**config.mk**
```make
export PLATFORM = sky130hd
export DESIGN_NAME = rsa_modexp_decryptor_flat
export DESIGN_NICKNAME = d
export VERILOG_FILES = /design/src/rtl/rsa_modexp_decryptor_if.sv /design/src/rtl/rsa_modexp_decryptor.sv /design/src/flat_wrapper.sv
export SDC_FILE = /design/constraint.sdc
export NUM_CORES = 1
export LEC_CHECK = 0
export BUFFER_PORTS_ARGS = -buffer_cell sky130_fd_sc_hd__buf_2
export CORE_AREA = 2 2 111 113
export DETAILED_ROUTE_END_ITERATION = 16
export DIE_AREA = 0 0 113 115
export PLACE_DENSITY = 0.69
export SLEW_MARGIN = 20
export SYNTH_ARGS = -nofsm -noshare
export SYNTH_HDL_FRONTEND = slang
export SYNTH_SLANG_ARGS = --single-unit
export TNS_END_PERCENT = 5
```
**constraint.sdc**
```tcl
create_clock -name clk -period 13.47 [get_ports clk]
set_input_delay 0.6735 -clock clk [delete_from_list [all_inputs] [get_ports clk]]
set_output_delay 0.6735 -clock clk [all_outputs]
set_load 0.02 [all_outputs]
```
**src/rtl/rsa_modexp_decryptor_if.sv**
```systemverilog
// Handshake bundle for rsa_modexp_decryptor: key load, ciphertext in, plaintext out.
// slave = decryptor side, master = key/ciphertext source and plaintext sink side.
interface rsa_modexp_decryptor_if #(
    parameter int W = 8
);
    logic         key_valid;
    logic [W-1:0] key_n;
    logic [W-1:0] key_d;
    logic         key_ready;
    logic         key_err;
    logic         key_loaded;
    logic         in_valid;
    logic [W-1:0] in_data;
    logic         in_ready;
    logic         out_valid;
    logic [W-1:0] out_data;
    logic         out_ready;
    logic         busy;

    modport slave (
        input  key_valid, key_n, key_d, in_valid, in_data, out_ready,
        output key_ready, key_err, key_loaded, in_ready, out_valid, out_data, busy
    );

    modport master (
        output key_valid, key_n, key_d, in_valid, in_data, out_ready,
        input  key_ready, key_err, key_loaded, in_ready, out_valid, out_data, busy
    );
endinterface

```
**src/rtl/rsa_modexp_decryptor.sv**
```systemverilog
// RSA decryptor m = c^d mod n: right-to-left square-and-multiply over bit-serial
// interleaved modular multipliers. Optional macro MODEXP_EARLY_EXIT_EN stops EXP after msb(d).
module rsa_modexp_decryptor #(
    parameter int W = 8
) (
    input  logic                  clk,
    input  logic                  reset,
    rsa_modexp_decryptor_if.slave io
);
    localparam int CW = (W > 1) ? $clog2(W) : 1;
    localparam int AW = W + 2;
    localparam logic [W-1:0] ONE = {{(W-1){1'b0}}, 1'b1};

    typedef enum logic [1:0] {IDLE, REDUCE, EXP, DONE} state_t;

    state_t        state_q, state_d;
    logic [CW-1:0] step_q, step_d;
    logic [CW-1:0] bit_q, bit_d;
    logic [W-1:0]  n_q, n_d;
    logic [W-1:0]  d_q, d_d;
    logic [W-1:0]  c_q, c_d;
    logic [W-1:0]  base_q, base_d;
    logic [W-1:0]  result_q, result_d;
    logic [W-1:0]  out_data_q, out_data_d;
    logic [AW-1:0] acc_b_q, acc_b_d;
    logic [AW-1:0] acc_r_q, acc_r_d;
    logic          key_ready_q, key_ready_d;
    logic          key_err_q, key_err_d;
    logic          key_loaded_q, key_loaded_d;
    logic          in_ready_q, in_ready_d;
    logic          out_valid_q, out_valid_d;
    logic          busy_q, busy_d;

    logic [CW-1:0] a_idx;
    logic          b_a_bit;
    logic [W-1:0]  b_operand;
    logic [AW-1:0] acc_b_step, acc_r_step;
    logic          last_step, last_bit;

    // One step of interleaved modmul; acc < n and b < n keep the sum below 3n.
    function automatic logic [AW-1:0] mm_step(input logic [AW-1:0] acc,
                                              input logic          a_bit,
                                              input logic [W-1:0]  b,
                                              input logic [W-1:0]  n);
        logic [AW-1:0] t;
        logic [AW-1:0] nn;
        nn = AW'(n);
        t  = {acc[AW-2:0], 1'b0} + (a_bit ? AW'(b) : '0);
        if (t >= nn) t = t - nn;
        if (t >= nn) t = t - nn;
        return t;
    endfunction

    // The base unit doubles as the c mod n reducer during REDUCE (operand b = 1).
    assign a_idx      = CW'(W - 1) - step_q;
    assign b_a_bit    = (state_q == REDUCE) ? c_q[a_idx] : base_q[a_idx];
    assign b_operand  = (state_q == REDUCE) ? ONE : base_q;
    assign acc_b_step = mm_step(acc_b_q, b_a_bit, b_operand, n_q);
    assign acc_r_step = mm_step(acc_r_q, result_q[a_idx], base_q, n_q);
    assign last_step  = (step_q == CW'(W - 1));

`ifdef MODEXP_EARLY_EXIT_EN
    assign last_bit = (bit_q == CW'(W - 1)) || ((d_q >> (32'(bit_q) + 32'd1)) == '0);
`else
    assign last_bit = (bit_q == CW'(W - 1));
`endif

    always_comb begin
        state_d      = state_q;
        step_d       = step_q;
        bit_d        = bit_q;
        n_d          = n_q;
        d_d          = d_q;
        c_d          = c_q;
        base_d       = base_q;
        result_d     = result_q;
        out_data_d   = out_data_q;
        acc_b_d      = acc_b_q;
        acc_r_d      = acc_r_q;
        key_err_d    = key_err_q;
        key_loaded_d = key_loaded_q;
        out_valid_d  = out_valid_q;

        case (state_q)
            IDLE: begin
                if (io.key_valid && key_ready_q) begin
                    if (io.key_n < W'(2)) begin
                        key_err_d    = 1'b1;
                        key_loaded_d = 1'b0;
                    end else begin
                        n_d          = io.key_n;
                        d_d          = io.key_d;
                        key_err_d    = 1'b0;
                        key_loaded_d = 1'b1;
                    end
                end else if (io.in_valid && in_ready_q) begin
                    c_d      = io.in_data;
                    result_d = ONE;
                    acc_b_d  = '0;
                    acc_r_d  = '0;
                    step_d   = '0;
                    state_d  = REDUCE;
                end
            end
            REDUCE: begin
                acc_b_d = acc_b_step;
                step_d  = step_q + CW'(1);
                if (last_step) begin
                    base_d  = acc_b_step[W-1:0];
                    acc_b_d = '0;
                    step_d  = '0;
                    bit_d   = '0;
`ifdef MODEXP_EARLY_EXIT_EN
                    state_d = (d_q == '0) ? DONE : EXP;
`else
                    state_d = EXP;
`endif
                end
            end
            EXP: begin
                acc_b_d = acc_b_step;
                acc_r_d = acc_r_step;
                step_d  = step_q + CW'(1);
                if (last_step) begin
                    base_d = acc_b_step[W-1:0];
                    if (d_q[bit_q]) result_d = acc_r_step[W-1:0];
                    acc_b_d = '0;
                    acc_r_d = '0;
                    step_d  = '0;
                    bit_d   = bit_q + CW'(1);
                    if (last_bit) state_d = DONE;
                end
            end
            DONE: begin
                // First DONE cycle publishes the result; it then holds until the sink takes it.
                if (!out_valid_q) begin
                    out_valid_d = 1'b1;
                    out_data_d  = result_q;
                end else if (io.out_ready) begin
                    out_valid_d = 1'b0;
                    state_d     = IDLE;
                end
            end
            default: state_d = IDLE;
        endcase

        key_ready_d = (state_d == IDLE);
        in_ready_d  = (state_d == IDLE) && key_loaded_d;
        busy_d      = (state_d == REDUCE) || (state_d == EXP);
    end

    always_ff @(posedge clk) begin
        if (reset) begin
            state_q      <= IDLE;
            step_q       <= '0;
            bit_q        <= '0;
            n_q          <= '0;
            d_q          <= '0;
            c_q          <= '0;
            base_q       <= '0;
            result_q     <= '0;
            out_data_q   <= '0;
            acc_b_q      <= '0;
            acc_r_q      <= '0;
            key_ready_q  <= 1'b0;
            key_err_q    <= 1'b0;
            key_loaded_q <= 1'b0;
            in_ready_q   <= 1'b0;
            out_valid_q  <= 1'b0;
            busy_q       <= 1'b0;
        end else begin
            state_q      <= state_d;
            step_q       <= step_d;
            bit_q        <= bit_d;
            n_q          <= n_d;
            d_q          <= d_d;
            c_q          <= c_d;
            base_q       <= base_d;
            result_q     <= result_d;
            out_data_q   <= out_data_d;
            acc_b_q      <= acc_b_d;
            acc_r_q      <= acc_r_d;
            key_ready_q  <= key_ready_d;
            key_err_q    <= key_err_d;
            key_loaded_q <= key_loaded_d;
            in_ready_q   <= in_ready_d;
            out_valid_q  <= out_valid_d;
            busy_q       <= busy_d;
        end
    end

    assign io.key_ready  = key_ready_q;
    assign io.key_err    = key_err_q;
    assign io.key_loaded = key_loaded_q;
    assign io.in_ready   = in_ready_q;
    assign io.out_valid  = out_valid_q;
    assign io.out_data   = out_data_q;
    assign io.busy       = busy_q;
endmodule

```
**src/flat_wrapper.sv**
```systemverilog
// flat-port wrapper written by rule: the top's interface ports become plain ports
module rsa_modexp_decryptor_flat 
#(
    parameter int W = 8
)
  (clk, reset, io_key_valid, io_key_n, io_key_d, io_in_valid, io_in_data, io_out_ready, io_key_ready, io_key_err, io_key_loaded, io_in_ready, io_out_valid, io_out_data, io_busy);
  rsa_modexp_decryptor_if #(.W(W)) io_i ();
  input  logic clk;
  input  logic reset;
  input wire logic [$bits(io_i.key_valid)-1:0] io_key_valid;
  input wire logic [$bits(io_i.key_n)-1:0] io_key_n;
  input wire logic [$bits(io_i.key_d)-1:0] io_key_d;
  input wire logic [$bits(io_i.in_valid)-1:0] io_in_valid;
  input wire logic [$bits(io_i.in_data)-1:0] io_in_data;
  input wire logic [$bits(io_i.out_ready)-1:0] io_out_ready;
  output wire logic [$bits(io_i.key_ready)-1:0] io_key_ready;
  output wire logic [$bits(io_i.key_err)-1:0] io_key_err;
  output wire logic [$bits(io_i.key_loaded)-1:0] io_key_loaded;
  output wire logic [$bits(io_i.in_ready)-1:0] io_in_ready;
  output wire logic [$bits(io_i.out_valid)-1:0] io_out_valid;
  output wire logic [$bits(io_i.out_data)-1:0] io_out_data;
  output wire logic [$bits(io_i.busy)-1:0] io_busy;
  assign io_i.key_valid = io_key_valid;
  assign io_i.key_n = io_key_n;
  assign io_i.key_d = io_key_d;
  assign io_i.in_valid = io_in_valid;
  assign io_i.in_data = io_in_data;
  assign io_i.out_ready = io_out_ready;
  assign io_key_ready = io_i.key_ready;
  assign io_key_err = io_i.key_err;
  assign io_key_loaded = io_i.key_loaded;
  assign io_in_ready = io_i.in_ready;
  assign io_out_valid = io_i.out_valid;
  assign io_out_data = io_i.out_data;
  assign io_busy = io_i.busy;
  rsa_modexp_decryptor #(.W(W)) u_core (.clk(clk), .reset(reset), .io(io_i));
endmodule
```
==> impl_metrics.ini, run 1 <==
[yosys]
syn_area_per_cell_um2 = 8.62
synth_cell_types = 68
netlist_area_mm2 = 0.00582
synth_edf_count = 0
yosys.area_share.simple_pct = 19.4
yosysWarnings = 0
ys_seq_area_share_pct = 27.5
syn_inst = 676
synth-compound-area-share_pct = 17.8
yosys.area_share.adder_pct = 13.9
synth_top_family_by_area = simple AND/OR/NAND/NOR gates
synthFlopType = dfxtp_1
synth-xor-area-share_pct = 4.21
synth_nets = 766
async_flop_share_pct = 0
synth_seq_cells = 80
muxShareOfSynthArea_pct = 14.0

[die]
core_area_mm2 = 0.0118
initial_core_util_pct = 49.3
num_io_pins = 43
rows = 40
dieArea_mm2 = 0.0130
fp.dieH_um = 115
dieWidth_um = 113

[cells_and_area]
final_core_util_pct = 54.6
diodes = 0
synthToLayoutAreaGrowth_pct = 10.7
final_nets = 801
layout-drive-gt1-share_pct = 13.8
fill_cells = 1085

[clock_tree]
clk_pin_slew_ns = 0.07
cts_resized = 0
clock-root-buffer = clkbuf_16
cts_inserted_buffers = 9
clockBufferDepth = 2
cts_tree = built
hold_buffers = 0
cts.sinks = 80
cts_setup_buffers = 0
clk_latency_ns = 0.35
cts-htree-levels = 3

[pwr]
seq_power_share_pct = 32.8
p_leak_nw = 2.80
powerDensity_mw_per_mm2 = 116
pwr-share-comb_pct = 35.0
power.internal_mw = 0.481
p_switching_mw = 0.265
total_power_mw = 0.746
clockPowerShare_pct = 32.2
p_sw_share_pct = 35.6
peakVddDrop_mv = 0.0768

[routing]
viasPerCell = 5.85
drt_iter0_drc = 312
drc_errors = 2
wl_um = 14100
ant_nets = 0
post_drt_wl_per_cell_um = 16.3
dr.pass1.iters = 12
num_vias = 5047

[status]
violations = DRC
run_status = finished, violations left

[critical_path]
worstSetupPathType = flip-flop to flip-flop
cp.arrival_ns = 7.51
startpoint_type = flip-flop
critical_path.max_fanout = 10
path_cells = mux4_2 -> mux2i_1 -> nor2b_1 -> ha_1 -> fa_1 -> a21oi_1 -> inv_1 -> a21oi_1 -> xnor2_1 -> ha_1 -> a21o_1 -> a21o_1 -> a21o_1 -> nor3_2 -> nand2_1 -> mux2_2 -> ha_1 -> nand4_1 -> nor2_1 -> or4b_4 -> a211oi_4 -> mux2_4 -> a311oi_1
cp_data_required_time_ns = 13.72
crit_slowest_cell = dfxtp_1
max_stage_delay_ns = 0.59
worstPathBufferInverterCount = 1
end_kind = flip-flop
path_delay_family = compound AO/OA/AOI/OAI gates

[timing]
period_needed_ns = 7.26
rsz0062_at_grt = false
fin_skew_ns = 0.00844
hold_viol = 0
report.final.slew_viol_count = 0
max_freq_mhz = 138
period_share_pct = 53.9
slew_headroom_pct = 40.2
finalSetupViolCount = 0
tightest_slew_ns = 0.874
fin_setup_tns_ns = 0
setup_slack_ns = 6.21

[global_route]
antenna_found_initial = 0
grtUsageTotal_pct = 22.6
grt_first_pass_wirelength_um = 23600
gr-total-overflow = 0
grt_pass1_vias = 5032
grt_max_degree = 62

[placed_design]
gp_congestion = 0.867
dp_hpwl_um = 11000
place_ws_ns = 6.33
numPortBuffers = 42

[job]
drv_cap = 0

[min_path]
hold_path.class = flip-flop to flip-flop
==> tightest hold or removal path, stage by stage (launching register included) <==
cell,delay [ns]
dfxtp_1,0.31
nand2_1,0.05
o21ai_1,0.05
==> sequential cells by signal, summed over array words and instances (netlist names) <==
register and count:
u_core.bit_q 3, u_core.base_q 8, u_core.acc_r_q 9, u_core.io.busy 1, u_core.io.key_loaded 1, u_core.n_q 8, u_core.acc_b_q 9, u_core.io.key_ready 1
u_core.io.in_ready 1, u_core.state_q 2, u_core.step_q 3, u_core.d_q 8, u_core.io.out_data 8, u_core.result_q 8, u_core.io.key_err 1, u_core.io.out_valid 1
u_core.c_q 8
==> Yosys cell counts (3+ instances only) <==
| cell type | number | share of area (%) |
|---|---|---|
| a21oi_1 | 39 | 3.4 |
| o31ai_1 | 3 | 0.39 |
| nor2b_1 | 25 | 2.7 |
| xor2_1 | 10 | 1.5 |
| nand3b_1 | 3 | 0.39 |
| dfxtp_1 | 80 | 27 |
| mux2_2 | 16 | 3.1 |
| mux4_2 | 8 | 3.1 |
| and3_1 | 4 | 0.43 |
| nand4_1 | 11 | 1.2 |
| o21ai_1 | 12 | 1.0 |
| o211ai_1 | 3 | 0.39 |
| nand2_1 | 38 | 2.4 |
| a21boi_0 | 7 | 0.90 |
| nor3_1 | 12 | 1.0 |
| nand2b_1 | 7 | 0.75 |
| xnor2_1 | 18 | 2.7 |
| o21ai_0 | 34 | 2.9 |
| ha_1 | 55 | 12 |
| mux2i_1 | 41 | 7.0 |
| a22o_1 | 4 | 0.60 |
| a32oi_1 | 4 | 0.60 |
| inv_1 | 30 | 1.9 |
| nand3_1 | 13 | 1.1 |
| nor3b_1 | 4 | 0.52 |
| a21o_1 | 8 | 1.0 |
| buf_1 | 3 | 0.19 |
| fa_1 | 6 | 2.1 |
| clkbuf_1 | 15 | 0.97 |
| and2_1 | 10 | 1.1 |
| nor2_1 | 94 | 6.1 |
| a211oi_1 | 10 | 1.3 |
| o21bai_1 | 4 | 0.52 |
==> through the flow <==
step / hold slack [ns] / std cells / area (um^2)
finish: 0.454 / 863 / 6440
global placement: 0.446 / 847 / 6160
detailed placement: 0.449 / 847 / 6160
global route: 0.491 / 863 / 6440
floorplan: 0.430 / 676 / 5820
CTS: 0.460 / 863 / 6440
==> routing by layer <==
layer	up-vias	part of all wire [%]	wire length [um]	global-route usage [%]
li1	2518	-	-	-
met1	2373	46	6460	28.5
met2	127	47	6570	38.3
met3	29	4.7	664	4.01
met4	0	2.8	390	9.35
met5	-	0	0	0
==> power groups by stage <==
stage / Combinational, mW / Sequential, mW / Clock, mW
floorplan: 0.197 / 0.251 / 0
global placement: 0.247 / 0.250 / 0
detailed placement: 0.255 / 0.250 / 0
CTS: 0.257 / 0.245 / 0.242
global route: 0.285 / 0.245 / 0.250
finish: 0.261 / 0.245 / 0.240
==> layout by cell type, fill, tap and decap left out, drive strengths merged, types with 3 or more instances in the layout <==
| master | count |
|---|---|
| and2 | 10 |
| clkbuf | 9 |
| xnor2 | 18 |
| nor2b | 25 |
| nor2 | 94 |
| nor3 | 13 |
| nand4 | 11 |
| inv | 34 |
| a32oi | 4 |
| nor3b | 4 |
| o211ai | 4 |
| clkinvlp | 3 |
| o21ai | 46 |
| a21boi | 7 |
| nand3b | 3 |
| ha | 55 |
| or2 | 3 |
| fa | 6 |
| o31ai | 3 |
| mux2 | 18 |
| mux4 | 8 |
| mux2i | 42 |
| dfxtp | 80 |
| a21o | 8 |
| buf | 44 |
| a21oi | 39 |
| o21bai | 4 |
| nand3 | 14 |
| xor2 | 10 |
| nand2b | 7 |
| and3 | 4 |
| a22o | 4 |
| a211oi | 11 |
| nand2 | 38 |
==> layout make-up <==
| type | count | area (um^2) | share of cell area, % |
|---|---|---|---|
| Clock buffer | 9 | 225 | 3.49 |
| Clock inverter | 7 | 60.1 | 0.932 |
| Inverter | 30 | 113 | 1.75 |
| Multi-Input combinational cell | 546 | 4040 | 62.6 |
| Sequential cell | 80 | 1600 | 24.8 |
| Tap cell | 147 | 184 | 2.85 |
| Timing Repair Buffer | 44 | 225 | 3.49 |
==> final timing paths <==
| kind | cells after the start | slack, ns | from | end |
|---|---|---|---|---|
| setup / recovery | 23 | 6.21 | u_core.step_q[0] | u_core.result_q[0] |
| hold / removal | 2 | 0.45 | u_core.acc_r_q[6] | u_core.acc_r_q[6] |
| setup reg to reg | 23 | 6.21 | u_core.step_q[0] | u_core.result_q[0] |
| hold reg to reg | 2 | 0.45 | u_core.acc_r_q[6] | u_core.acc_r_q[6] |
==> cell families after synthesis <==
| family | Yosys count |
|---|---|
| adder cells (fa/ha/maj) | 61 |
| AO/OA/AOI/OAI | 156 |
| flip-flops | 80 |
| multiplexers | 68 |
| buffers and inverters | 50 |
| XOR/XNOR | 28 |
| AND/OR/NAND/NOR | 233 |
Power figures use the tool's default switching activity.
==> run 2, diff against run 1 <==
Settings changed: PLACE_DENSITY 0.69 to 0.71.
Clock period 13.47 ns to 6.63 ns, I/O delays scaled along.
==> run 2 against run 1 <==
The run still ends with DRC left. Sequential share of layout area shrank 1.1 points. Worst hold slack got worse by 0.24 ns. Routed wire length grew 1.4%. Combinational power rose to 2.5 times the previous value. Die area is the same. Cell count rose by 2.1%. Sequential cell count did not move. First-iteration DRC count shrank 9.0%. Cell area is 5.0% higher. Clock power is 110% higher. Clock-buffer cell count rose by 1. Via count is 1.3% higher.
==> impl_metrics.ini, run 2 (same netlist as run 1, synthesis figures left out) <==
[die]
fp.dieH_um = 115
rows = 40
initial_core_util_pct = 49.3
dieArea_mm2 = 0.0130
num_io_pins = 43
dieWidth_um = 113
core_area_mm2 = 0.0118

[timing]
slew_headroom_pct = 46.1
hold_viol = 0
period_needed_ns = 6.40
max_freq_mhz = 156
rsz0062_at_grt = true
fin_setup_tns_ns = 0
fin_hold_ws_ns = 0.219
period_share_pct = 96.6
tightest_slew_ns = 0.788
fin_skew_ns = 0.00872
setup_slack_ns = 0.227
report.final.slew_viol_count = 0
finalSetupViolCount = 0

[critical_path]
worstSetupPathType = flip-flop to flip-flop
cp.arrival_ns = 6.64
end_kind = flip-flop
cp_data_required_time_ns = 6.87
rr_worst_depth = 24
reg2reg_setup_slack_ns = 0.23
critical_path.max_fanout = 6
startpoint_type = flip-flop

[status]
violations = DRC
run_status = finished, violations left

[pwr]
p_sw_share_pct = 35.3
total_power_mw = 1.65
p_leak_nw = 2.93
powerDensity_mw_per_mm2 = 243
clockPowerShare_pct = 29.9
peakVddDrop_mv = 0.171
pwr-share-comb_pct = 39.9
p_switching_mw = 0.581
power.internal_mw = 1.06
seq_power_share_pct = 30.2

[routing]
dr.pass1.iters = 10
num_vias = 5115
wl_um = 14300
ant_nets = 0
post_drt_wl_per_cell_um = 16.2
drt_iter0_drc = 284
viasPerCell = 5.81
drc_errors = 2

[clock_tree]
hold_buffers = 0
clk_pin_slew_ns = 0.06
clock-root-buffer = clkbuf_16
cts_inserted_buffers = 9
cts.sinks = 80
cts_tree = built
cts-htree-levels = 3
clockBufferDepth = 2
clk_latency_ns = 0.34

[cells_and_area]
final_common_cell = nor2_1
diodes = 0
final_core_util_pct = 57.3
final_nets = 819
mostFrequentLayoutCells = nor2_1, dfxtp_1, ha_1
fin_area_mm2 = 0.00676
stdcell_count = 881
synthToLayoutAreaGrowth_pct = 16.1
reg_top3 = u_core.acc_b_q x9, u_core.acc_r_q x9
fill_cells = 1035
layout-drive-gt1-share_pct = 19.2

[global_route]
antenna_found_initial = 0
gr-total-overflow = 0
grtUsageTotal_pct = 22.0
grt_first_pass_wirelength_um = 23400
grt_max_degree = 62
grt_pass1_vias = 4963

[min_path]
hold_path.class = input pin to flip-flop
min_delay_path_depth = 3

[job]
drv_cap = 0

[placed_design]
gp_congestion = 0.866
numPortBuffers = 42
dp.cells = 857
dp_hpwl_um = 11000
place_area_mm2 = 0.00623
place_ws_ns = -0.179
## run 2: changes by cell type in the layout (fill, tap and decap cells not counted), sizes merged
cell / before / now
buf: 44 / 62
clkbuf: 9 / 10
clkinv: 0 / 1
clkinvlp: 3 / 0
inv: 34 / 35
## run 2: final timing paths
| kind | to | start |
|---|---|---|
| hold reg to reg | u_core.acc_b_q[6] | u_core.acc_b_q[6] |
| hold / removal | u_core.c_q[0] | io_in_data[0] |
| setup / recovery | u_core.result_q[2] | u_core.step_q[1] |
| setup reg to reg | u_core.result_q[2] | u_core.step_q[1] |
## run 2: layout make-up
class,instances,area (um^2),share of cell area [%]
tap,147,184,2.72
clock buffer,10,239,3.53
clock inverter,6,57.6,0.851
inverter,30,113,1.66
multi-input combinational,546,4200,62.1
sequential,80,1600,23.7
timing repair buffer,62,364,5.38
## run 2: per-layer routing
layer / vias to the layer above / global-route usage [%] / part of all wire, % / routed length [um]
met5: - / 0 / 0 / 0
met4: 0 / 7.80 / 2.4 / 338
met3: 24 / 2.74 / 4.2 / 597
met2: 123 / 37.2 / 48 / 6800
met1: 2405 / 29.2 / 46 / 6550
li1: 2563 / - / - / -
## run 2: power groups by stage
stage	Combinational [mW]	Sequential, mW	Clock (mW)
floorplan	0.400	0.509	0
global placement	0.516	0.508	0
detailed placement	0.534	0.508	0
CTS	0.548	0.497	0.499
global route	0.702	0.498	0.519
finish	0.657	0.497	0.492
## run 2: critical path, stage by stage (launching register included)
cell and delay, ns:
dfxtp_2 0.38, mux4_2 0.53, mux2i_4 0.21, nor2b_1 0.08, ha_1 0.21, fa_1 0.40, a21oi_1 0.21, buf_4 0.15
o211ai_1 0.11, nor2_1 0.13, xnor2_1 0.12, ha_1 0.38, nand4_1 0.18, a31oi_2 0.33, nor3_4 0.10, and2_1 0.20
o31ai_1 0.39, ha_1 0.35, nand4_1 0.11, nor2_1 0.07, or4b_4 0.54, a211oi_4 0.40, buf_4 0.20, mux2_4 0.32
a22o_1 0.20
## run 2: timing repair
item,in CTS,in global routing
setup buffers,0,8
pin swaps,1,9
cloned,0,0
gates resized for setup,4,32
setup endpoints to repair,16,33
==> run 3, diff against run 2 <==
Settings changed: BUFFER_PORTS_ARGS -buffer_cell sky130_fd_sc_hd__buf_2 to unset, DONT_BUFFER_PORTS set to 1, PLACE_DENSITY 0.71 to 0.68.
==> run 3 against run 2 <==
The run still ends with DRC left. Clock power grew 15%. Die area is the same. Core utilization is 1.4 points lower. First-iteration DRC count grew 4.6%. Clock skew rose by 0.0013 ns. Critical path depth grew 2. Register-to-register slack better by 0.05 ns. Global-route usage is 0.95 points higher. Sequential cell count unchanged. Largest cell class unchanged.
==> impl_metrics.ini, run 3 (same netlist as run 1, synthesis figures left out) <==
[status]
run_status = finished, violations left
violations = DRC

[routing]
drc_errors = 2
dr.pass1.iters = 11
viasPerCell = 5.99
num_vias = 5012
drt_iter0_drc = 297
post_drt_wl_per_cell_um = 17.4
ant_nets = 0
wl_um = 14600

[clock_tree]
cts.sinks = 80
cts_tree = built
cts-htree-levels = 3
clk_pin_slew_ns = 0.07
clockBufferDepth = 2
clock-root-buffer = clkbuf_16
clk_latency_ns = 0.35
hold_buffers = 0
cts_inserted_buffers = 9

[die]
dieWidth_um = 113
num_io_pins = 43
rows = 40
dieArea_mm2 = 0.0130
fp.dieH_um = 115
core_area_mm2 = 0.0118
initial_core_util_pct = 49.3

[critical_path]
reg2reg_setup_slack_ns = 0.28
max_stage_delay_ns = 0.50
critical_path.max_fanout = 8
cp_data_required_time_ns = 6.89
r2r_start = u_core.step_q[0]
rr_worst_depth = 26
worstSetupPathType = flip-flop to flip-flop
crit_slowest_cell = mux4_2
startpoint_type = flip-flop
cp.arrival_ns = 6.61
end_kind = flip-flop
r2r_end = u_core.base_q[1]

[timing]
period_share_pct = 95.8
rsz0062_at_grt = true
slew_headroom_pct = 55.2
fin_setup_tns_ns = 0
tightest_slew_ns = 0.655
setup_slack_ns = 0.282
report.final.slew_viol_count = 0
hold_viol = 0
max_freq_mhz = 158
fin_hold_ws_ns = 0.0525
fin_skew_ns = 0.0100
period_needed_ns = 6.35
finalSetupViolCount = 0

[placed_design]
dp.cells = 817
numPortBuffers = 0
gp_congestion = 0.969
dp_hpwl_um = 11400
place_area_mm2 = 0.00604
place_ws_ns = -0.0771

[pwr]
clockPowerShare_pct = 33.7
seq_power_share_pct = 29.8
pwr-share-comb_pct = 36.5
p_switching_mw = 0.540
peakVddDrop_mv = 0.219
powerDensity_mw_per_mm2 = 255
p_leak_nw = 2.76
p_sw_share_pct = 32.0
total_power_mw = 1.68
power.internal_mw = 1.14

[cells_and_area]
mostFrequentLayoutCells = nor2_1, dfxtp_1, ha_1
layout-drive-gt1-share_pct = 14.5
reg_top3 = u_core.acc_b_q x9, u_core.acc_r_q x9
final_core_util_pct = 55.9
synthToLayoutAreaGrowth_pct = 13.4
final_common_cell = nor2_1
stdcell_count = 837
fin_area_mm2 = 0.00660
final_nets = 776
diodes = 0

[global_route]
gr-total-overflow = 0
grtUsageTotal_pct = 23.0
grt_max_degree = 62
grt_pass1_vias = 4834
antenna_found_initial = 0
grt_first_pass_wirelength_um = 23800

[min_path]
worstHoldEndpoint = u_core.io.out_data[0]
min_delay_path_depth = 1
hold_path.class = input pin to flip-flop
hold_start = reset

[job]
drv_cap = 0
run 3: cell count changes in the layout (fill, tap and decap cells not counted), sizes merged:
cell	before	now
bufinv	0	3
clkinvlp	0	1
inv	35	30
buf	62	19
run 3: critical path: cells and delay by family (launching register included):
family | cells | cell delay (ns)
muxes | 3 | 1.09
adders and majority gates | 4 | 1.24
AOI/OAI and AO/OA | 7 | 1.74
xor gates and xnor gates | 1 | 0.13
DFF | 1 | 0.37
buffers and inverters | 1 | 0.11
and+or+nand+nor | 10 | 1.54
run 3: how the worst max path moves through the flow:
stage,from,end,cells after the start
6_report,u_core.step_q[0],u_core.base_q[1],26
5_1_grt,u_core.step_q[0],u_core.base_q[1],26
4_1_cts,u_core.step_q[0],u_core.base_q[4],27
3_5_place_dp,u_core.step_q[0],u_core.base_q[4],27
3_3_place_gp,u_core.step_q[0],u_core.base_q[6],27
2_1_floorplan,u_core.step_q[0],u_core.result_q[0],24
run 3: what timing repair did:
action	CTS	global route
gates resized for setup	4	35
pin swaps	0	4
setup buffers	0	5
setup endpoints to repair	23	33
run 3: final cells by class:
type                            count  area (um^2)
Multi-Input combinational cell    546         4220
Fill cell                        1042         5210
Clock inverter                      5          106
Inverter                           30          113
Clock buffer                       10          229
Sequential cell                    80         1600
Timing Repair Buffer               19          150
Tap cell                          147          184
run 3: power by group through the flow:
stage	Combinational, mW	Clock, mW	Sequential, mW
finish	0.615	0.568	0.501
global placement	0.496	0	0.512
CTS	0.519	0.574	0.501
global route	0.667	0.590	0.503
floorplan	0.400	0	0.509
detailed placement	0.508	0	0.512
run 3: layer usage:
layer	vias to the layer above	track usage [%]	part of all wire, %	wire (um)
met5	-	0	0	0
met4	0	7.56	1.7	255
met3	19	3.85	5.1	742
met2	120	37.7	46	6780
met1	2404	31.0	47	6810
li1	2469	-	-	-
